--- config.mk ---
export PLATFORM = sky130hd
export DESIGN_NAME = fb_pixel_generator_flat
export DESIGN_NICKNAME = d
export VERILOG_FILES = /design/src/rtl/fb_pixel_generator_if.sv /design/src/rtl/fb_pixel_generator.sv /design/src/flat_wrapper.sv
export SDC_FILE = /design/constraint.sdc
export NUM_CORES = 1
export LEC_CHECK = 0
export CORE_UTILIZATION = 44
export DETAILED_ROUTE_END_ITERATION = 6
export GPL_TIMING_DRIVEN = 1
export HOLD_SLACK_MARGIN = 0.05
export PLACE_DENSITY = 0.82
export SLEW_MARGIN = 20
export SYNTH_ARGS = -nofsm -noshare
export SYNTH_HDL_FRONTEND = slang
export SYNTH_SLANG_ARGS = --single-unit
--- constraint.sdc ---
create_clock -name clk -period 3 [get_ports clk]
set_clock_uncertainty 0.1 [all_clocks]
set_input_delay 0.6 -clock clk [delete_from_list [all_inputs] [get_ports clk]]
set_output_delay 0.6 -clock clk [all_outputs]
set_load 0.01 [all_outputs]
--- src/rtl/fb_pixel_generator_if.sv ---
// Pixel-stream interface between the video timing source / framebuffer RAM and fb_pixel_generator.
interface fb_pixel_generator_if #(
    parameter int unsigned ADDR_W = 14
);
    logic              video_on;
    logic [9:0]        pixel_x;
    logic [9:0]        pixel_y;
    logic [ADDR_W-1:0] address_out;
    logic [7:0]        data_in;
    logic [2:0]        rgb;

    modport master (
        output video_on, pixel_x, pixel_y, data_in,
        input  address_out, rgb
    );

    modport slave (
        input  video_on, pixel_x, pixel_y, data_in,
        output address_out, rgb
    );
endinterface

--- src/rtl/fb_pixel_generator.sv ---
// Framebuffer pixel generator: maps screen (x,y) to a packed framebuffer byte address and pixel colour.
// Optional palette compiled in with macro FB_PIXEL_GENERATOR_PALETTE_EN.
module fb_pixel_generator #(
    parameter int unsigned FB_W       = 320,
    parameter int unsigned FB_H       = 240,
    parameter int unsigned BPP        = 1,
    parameter int unsigned SCALE_LOG2 = 1,
    parameter int unsigned RD_LAT     = 1,
    parameter int unsigned ADDR_W     = 14,
    parameter logic [2:0]  BORDER     = 3'b000
) (
    input  logic                 clk,
    input  logic                 rst_n,
`ifdef FB_PIXEL_GENERATOR_PALETTE_EN
    input  logic                 pal_we,
    input  logic [3:0]           pal_addr,
    input  logic [2:0]           pal_data,
`endif
    fb_pixel_generator_if.slave  vid
);

    localparam int unsigned PPB     = 8 / BPP;
    localparam int unsigned SLOT_SH = $clog2(PPB);
    localparam int unsigned IDX_RAW = $clog2(FB_W * FB_H);
    localparam int unsigned IDX_W   = (IDX_RAW > 20) ? IDX_RAW : 20;
    localparam int unsigned SD_W    = 3 * RD_LAT;
`ifdef FB_PIXEL_GENERATOR_PALETTE_EN
    localparam int unsigned PIX_W   = 4;
`else
    localparam int unsigned PIX_W   = 3;
`endif

    logic [9:0]        w_fx;
    logic [9:0]        w_fy;
    logic              w_in_area;
    logic [9:0]        r_fx;
    logic [9:0]        r_fy;
    logic              r_area0;
    logic              r_von0;
    logic [IDX_W-1:0]  w_index;
    logic [2:0]        w_slot;
    logic [ADDR_W-1:0] w_byte;
    logic [ADDR_W-1:0] r_addr;
    logic [RD_LAT-1:0] r_area_d;
    logic [RD_LAT-1:0] r_von_d;
    logic [SD_W-1:0]   r_slot_d;
    logic [2:0]        w_slot_t;
    logic [2:0]        w_off;
    logic [7:0]        w_sh;
    logic [PIX_W-1:0]  w_pix;
    logic [2:0]        w_col;
    logic [2:0]        r_rgb;

    // Stage 0: downscale and clip against the framebuffer
    assign w_fx      = vid.pixel_x >> SCALE_LOG2;
    assign w_fy      = vid.pixel_y >> SCALE_LOG2;
    assign w_in_area = vid.video_on && (32'(w_fx) < FB_W) && (32'(w_fy) < FB_H);

    // Pixel index is wide enough for the whole framebuffer; slot is the low bits within a byte
    assign w_index = IDX_W'(r_fy) * IDX_W'(FB_W) + IDX_W'(r_fx);
    assign w_slot  = w_index[2:0] & 3'(PPB - 1);
    assign w_byte  = ADDR_W'(w_index >> SLOT_SH);

    // Select the MSB-first pixel field from the returned byte
    assign w_slot_t = r_slot_d[SD_W-1 -: 3];
    assign w_off    = 3'(32'(w_slot_t) * BPP);
    assign w_sh     = vid.data_in << w_off;
    assign w_pix    = PIX_W'(w_sh >> (8 - BPP));

`ifdef FB_PIXEL_GENERATOR_PALETTE_EN
    logic [2:0] r_pal [16];

    always_ff @(posedge clk or negedge rst_n) begin
        if (!rst_n) begin
            for (int unsigned i = 0; i < 16; i++) r_pal[4'(i)] <= 3'(i);
        end else if (pal_we) begin
            r_pal[pal_addr] <= pal_data;
        end
    end

    assign w_col = r_pal[w_pix];
`else
    always_comb begin
        w_col = w_pix[2:0];
        if (BPP == 1)      w_col = {3{w_pix[0]}};
        else if (BPP == 2) w_col = {w_pix[1], w_pix[0], w_pix[1]};
    end
`endif

    always_ff @(posedge clk or negedge rst_n) begin
        if (!rst_n) begin
            r_fx     <= '0;
            r_fy     <= '0;
            r_area0  <= 1'b0;
            r_von0   <= 1'b0;
            r_addr   <= '0;
            r_area_d <= '0;
            r_von_d  <= '0;
            r_slot_d <= '0;
            r_rgb    <= '0;
        end else begin
            r_fx    <= w_fx;
            r_fy    <= w_fy;
            r_area0 <= w_in_area;
            r_von0  <= vid.video_on;
            if (r_area0) r_addr <= w_byte;
            // Delay line keeps area/video_on/slot aligned with the RAM read data
            r_area_d <= RD_LAT'({r_area_d, r_area0});
            r_von_d  <= RD_LAT'({r_von_d, r_von0});
            r_slot_d <= SD_W'({r_slot_d, w_slot});
            if (r_area_d[RD_LAT-1])     r_rgb <= w_col;
            else if (r_von_d[RD_LAT-1]) r_rgb <= BORDER;
            else                        r_rgb <= 3'b000;
        end
    end

    assign vid.address_out = r_addr;
    assign vid.rgb         = r_rgb;

endmodule

--- src/flat_wrapper.sv ---
// flat-port wrapper written by rule: the top's interface ports become plain ports
module fb_pixel_generator_flat 
#(
    parameter int unsigned FB_W       = 320,
    parameter int unsigned FB_H       = 240,
    parameter int unsigned BPP        = 1,
    parameter int unsigned SCALE_LOG2 = 1,
    parameter int unsigned RD_LAT     = 1,
    parameter int unsigned ADDR_W     = 14,
    parameter logic [2:0]  BORDER     = 3'b000
)
  (clk, rst_n, vid_video_on, vid_pixel_x, vid_pixel_y, vid_data_in, vid_address_out, vid_rgb);
  fb_pixel_generator_if #(.ADDR_W(ADDR_W)) vid_i ();
  input  logic clk;
  input  logic rst_n;
  input wire logic [$bits(vid_i.video_on)-1:0] vid_video_on;
  input wire logic [$bits(vid_i.pixel_x)-1:0] vid_pixel_x;
  input wire logic [$bits(vid_i.pixel_y)-1:0] vid_pixel_y;
  input wire logic [$bits(vid_i.data_in)-1:0] vid_data_in;
  output wire logic [$bits(vid_i.address_out)-1:0] vid_address_out;
  output wire logic [$bits(vid_i.rgb)-1:0] vid_rgb;
  assign vid_i.video_on = vid_video_on;
  assign vid_i.pixel_x = vid_pixel_x;
  assign vid_i.pixel_y = vid_pixel_y;
  assign vid_i.data_in = vid_data_in;
  assign vid_address_out = vid_i.address_out;
  assign vid_rgb = vid_i.rgb;
  fb_pixel_generator #(.FB_W(FB_W), .FB_H(FB_H), .BPP(BPP), .SCALE_LOG2(SCALE_LOG2), .RD_LAT(RD_LAT), .ADDR_W(ADDR_W), .BORDER(BORDER)) u_core (.clk(clk), .rst_n(rst_n), .vid(vid_i));
endmodule
# == After elaboration in Yosys (flattened, before gate mapping) ==
# Cells that the tools add are included.
# word_totals
register_bits,40
word_cells,15
output_inout_bits,17
inputBits,31
# op_classes
mul,1
n_mux,1
magnitude_cmp,2
n_addsub,1
reduce_logical,2
shifts,1
# op_table
operator,count
adder 17 x 9 -> 17 bit,1
"multiplier 9 x 3 -> 11 bit, second input constant",1
"less-than comparator 9 x 8 -> 1 bit, second input constant",1
"less-than comparator 9 bit, second input constant",1
left shift 8 x 3 -> 8 bit,1
2-to-1 mux 3 bit,1
logical AND 1 bit,2

# == Longest topological paths before layout ==
# logic_depth
ltp_word,3
mapped_depth,9
ltp_nobuf,9

# == Worst setup path before layout ==
# Ideal clock, no wire load.
# synth_timing
path_kind,register -> register
start,register u_core.r_fy[1]
end,register u_core.r_addr[13] (netlist: u_core.vid.address_out[13])
setup_time_ps,125
synth_period_minus_slack_ps,2870
required_time_ps,2775
arrival_time_ps,2645
path_stages_with_launch,10
n_path_buf,0
path_slack_ps,130
path_cell_list,dfrtp_1 ha_1 ha_1 fa_1 a211oi_2 nor2_1 a311oi_1 and4b_1 xnor3_1 mux2_4
# synth_via
elab_chain_cells,2
# synth_lines
element,line_no,text
"start, declared",fb_pixel_generator.sv:37,logic [9:0] r_fy;
"start signal, assigned",fb_pixel_generator.sv:103,r_fy <= w_fy;
multiplier 9 x 3 -> 11 bit,fb_pixel_generator.sv:60,assign w_index = IDX_W'(r_fy) * IDX_W'(FB_W) + IDX_W'(r_fx);
adder 17 x 9 -> 17 bit,fb_pixel_generator.sv:60,
"end signal, assigned",fb_pixel_generator.sv:106,if (r_area0) r_addr <= w_byte;
"end, declared",fb_pixel_generator.sv:43,logic [ADDR_W-1:0] r_addr;
# No other way between the ends.
# A chain may end at the register's enable or synchronous reset.

# == Worst setup path after layout ==
# Ends and elaborated chain as after synthesis.

==> results by group <==
Clock network
  • CTS Sinks: 38
  • Number of buffers created by CTS: 5
  • H-tree levels: 2
  • Clock-pin slew on the worst setup and hold paths: ~70 ps
  • Clk buf depth: 2
  • CTS tree: done
  • Worst skew pair latency: around 290 ps
  • Clock tree root driver cell: clkbuf_8
  • CTS Hold Bufs: 0

Synthesis
  • Largest cells by area after synthesis: dfrtp_1, ha_1, mux2_2, nor2_1, mux4_2
  • Cell count after synthesis: 148
  • Yosys top cell area share: 51.0%
  • Post-Syn Area per Cell: 12.6 µm²
  • Mapped Area: 1870 µm²
  • FF+latch count, synth: 38
  • Yosys Warn Count: 0
  • Sequential area share after synthesis: between 50% and 60%
  • Biggest area consumer among synthesized cells: dfrtp_1
  • Cell variety after synth: 32
  • Syn_nets: roughly 200

Critical path
  • Req. time, crit path: around 3100 ps
  • Crit path max fanout: 3
  • Reg2Reg Setup Slack: 110 ps
  • CP Launch Type: register
  • CP Capture Type: register
  • FF-to-FF path depth: 9
  • Crit Reg-Reg Startpoint: u_core.r_fy[1]
  • Slowest Stage Delay on Critical Path: 430 ps
  • R2R Path End: u_core.vid.address_out[13]
  • Worst Path Class, Setup: register to register
  • Worst path slowest cell: dfrtp_1
  • CP Cell Sequence: ha_4 -> ha_4 -> fa_2 -> a211oi_4 -> nor2_2 -> nor4b_2 -> and4b_1 -> xnor3_1 -> mux2_4
  • WP buf/inv: 0
  • Cell family with the largest share of critical-path delay: adder cells
  • Crit-path most repeated cell: ha_4
  • CP arrival: 2970 ps

Layout
  • Antenna diodes: 0
  • Area growth syn-to-layout: 36.8%
  • Share of layout cells above drive strength 1: roughly 16%
  • Design Area, Final: about 2600 µm²
  • Post-route non-filler standard cell count: 251
  • Total Nets Final: 251

Placement
  • Number of port buffers: 45
  • Routability Congestion: 0.782
  • Cell Count Post-Placement: 242
  • Post-DP HPWL: 2670 µm
  • Dpl cell area: 2370 µm²

Floorplanning
  • Die width: 67.1 µm
  • IO Pins: 48
  • Core area: 4030 µm²
  • Initial core utilization: 46.3%
  • Die Ht: 67.1 µm
  • Die Area: 4500 µm²
  • FP Rows: 23

Flow run
  • Number of max-cap violations: 0

Global routing
  • Vias in the first global route: 1282
  • Largest net degree at the start of global routing: 39
  • Antenna violations before repair: 0
  • GRT overflow: 0
  • Global-route wire length before repair: approximately 5700 µm
  • Total track usage: 17.5%

Drt
  • Via count: 1283
  • Detail Route Antenna Nets: 0
  • DR pass1 iterations: 4
  • Routed WL: 3560 µm
  • Initial DRC Count: 28
  • Avg WL per Cell: 14.2 µm
  • DRC errors left: 0
  • Avg Vias per Cell: 5.11

STA
  • Tcrit/Tclk final: 96.5%
  • Max Transition Viols Final: 0
  • Tmin final: 2890 ps
  • Fmax: 0.346 GHz
  • RSZ-0062 raised after global routing: no
  • Slew HR: 45.5%
  • Final Setup Violations: 0
  • Setup TNS: 0 ps
  • Final hold vios: 0
  • Slew @ Worst Pin: 817 ps

Min path
  • Hold Path Class: register to register
  • Hold EP: u_core.r_slot_d[2]
  • Hold path start: u_core.r_fx[2]
  • Worst hold path depth: 0

Power and ir drop
  • P_leak: 1.12 nW
  • Pwr Density: between 500 and 600 nW/µm²
  • VDD IR max: 0.389 mV

Outcome
  • Status: complete, no violations
-- area by class of cell --
| type | instances | area (µm²) |
|---|---|---|
| well taps | 50 | 62.6 |
| multi-input cells | 99 | 917 |
| flip-flops and latches | 38 | 951 |
| clock buffers | 6 | 82.6 |
| inverters | 7 | 26.3 |
| clock inverters | 1 | 30.0 |
| repair buffers | 50 | 483 |
| fillers | 300 | 1480 |
-- sequential cells by signal (all words and copies together) (netlist names) --
register	flops
u_core.r_area0	1
u_core.r_area_d	1
u_core.r_fx	9
u_core.r_fy	9
u_core.r_slot_d	3
u_core.vid.address_out	14
u_core.vid.rgb	1
-- placed cells by master, fill, tap and decap left out, drive strengths merged, types with 2 or more instances in the layout --
master	n
clkdlybuf4s50	44
nor2b	5
mux2i	2
a21o	2
ha	17
xor2	5
buf	6
nor3b	3
mux2	8
mux4	2
clkbuf	6
inv	7
a21oi	8
fa	2
nand2	3
xnor2	4
a311oi	2
nand4	2
a211oi	2
and4b	2
nor2	16
dfrtp	38
o21ai	6
-- per-stage QoR --
| step | total power [mW] | hold WS, ps | utilization, % | setup WS, ps |
|---|---|---|---|---|
| floorplan | 0.860 | 204 | - | 130 |
| global placement | 1.07 | 233 | 58.9 | 79.7 |
| detailed placement | 1.08 | 236 | 58.9 | -9.60 |
| CTS | 1.53 | 253 | 62.0 | 31.5 |
| global route | 1.61 | 259 | 63.4 | 6.72 |
| finish | 1.53 | 251 | 63.4 | 106 |
-- cells by family (layout without fill, tap and decap cells) --
family,Yosys count,in the layout,synth area share [%]
muxes,12,12,8.52
DFF,38,38,51.0
AOI/OAI and AO/OA,23,23,8.32
and+or+nand+nor,35,35,10.6
adders and majority gates,19,19,13.5
xor gates and xnor gates,10,10,5.43
buffers and inverters,11,64,2.62
-- how the worst max path moves through the flow --
| stage | from | end | slack, ps | cells after the start |
|---|---|---|---|---|
| finish | u_core.r_fy[1] | u_core.vid.address_out[13] | 110 | 9 |
| global route | u_core.r_fy[1] | u_core.vid.address_out[13] | 7 | 9 |
| CTS | u_core.r_fy[1] | u_core.vid.address_out[13] | 30 | 9 |
| detailed placement | u_core.r_fy[1] | u_core.vid.address_out[13] | -10 | 9 |
| global placement | u_core.r_fy[1] | u_core.vid.address_out[13] | 80 | 9 |
| floorplan | u_core.r_fy[1] | u_core.vid.address_out[13] | 130 | 9 |
-- per-layer routing --
layer / vias to the layer above / share of wire [%] / track usage, %
li1: 629 / - / -
met1: 624 / 41 / 19.9
met2: 25 / 54 / 31.0
met3: 5 / 2.6 / 4.28
met4: 0 / 1.8 / 7.18
met5: - / 0 / 0
-- where the power goes --
part	total (mW)	switching, mW	leakage [nW]	internal [mW]
registers	0.629	0.0449	0.446	0.585
logic	0.463	0.196	0.620	0.267
clock network	0.438	0.172	0.0573	0.266
total	1.53	0.413	1.12	1.12
-- what timing repair did --
action | CTS | global route
setup endpoints to repair | 1 | 1
pin swaps | 4 | 4
buffers inserted | 1 | 1
gates resized for setup | 1 | 7
hold endpoints to repair | 0 | 0
-- worst register-to-register path, cell delays in order (launching register included) --
cell and delay [ps]:
dfrtp_1 430, ha_4 260, ha_4 160, fa_2 410, a211oi_4 260, nor2_2 110, nor4b_2 330, and4b_1 250
xnor3_1 210, mux2_4 270
-- synthesized netlist by cell type, drive strengths merged --
master / n
dfrtp: 38
ha: 17
nor2: 16
a21oi: 8
mux2: 8
inv: 7
o21ai: 6
nor2b: 5
xor2: 5
xnor2: 4
nand2: 3
nor3b: 3
a211oi: 2
a21o: 2
a311oi: 2
and4b: 2
buf: 2
clkbuf: 2
fa: 2
mux2i: 2
mux4: 2
nand4: 2
a311o: 1
nand3: 1
nor3: 1
nor4b: 1
o211a: 1
o21bai: 1
or4b: 1
xnor3: 1
(Power assumes the default switching activity.)
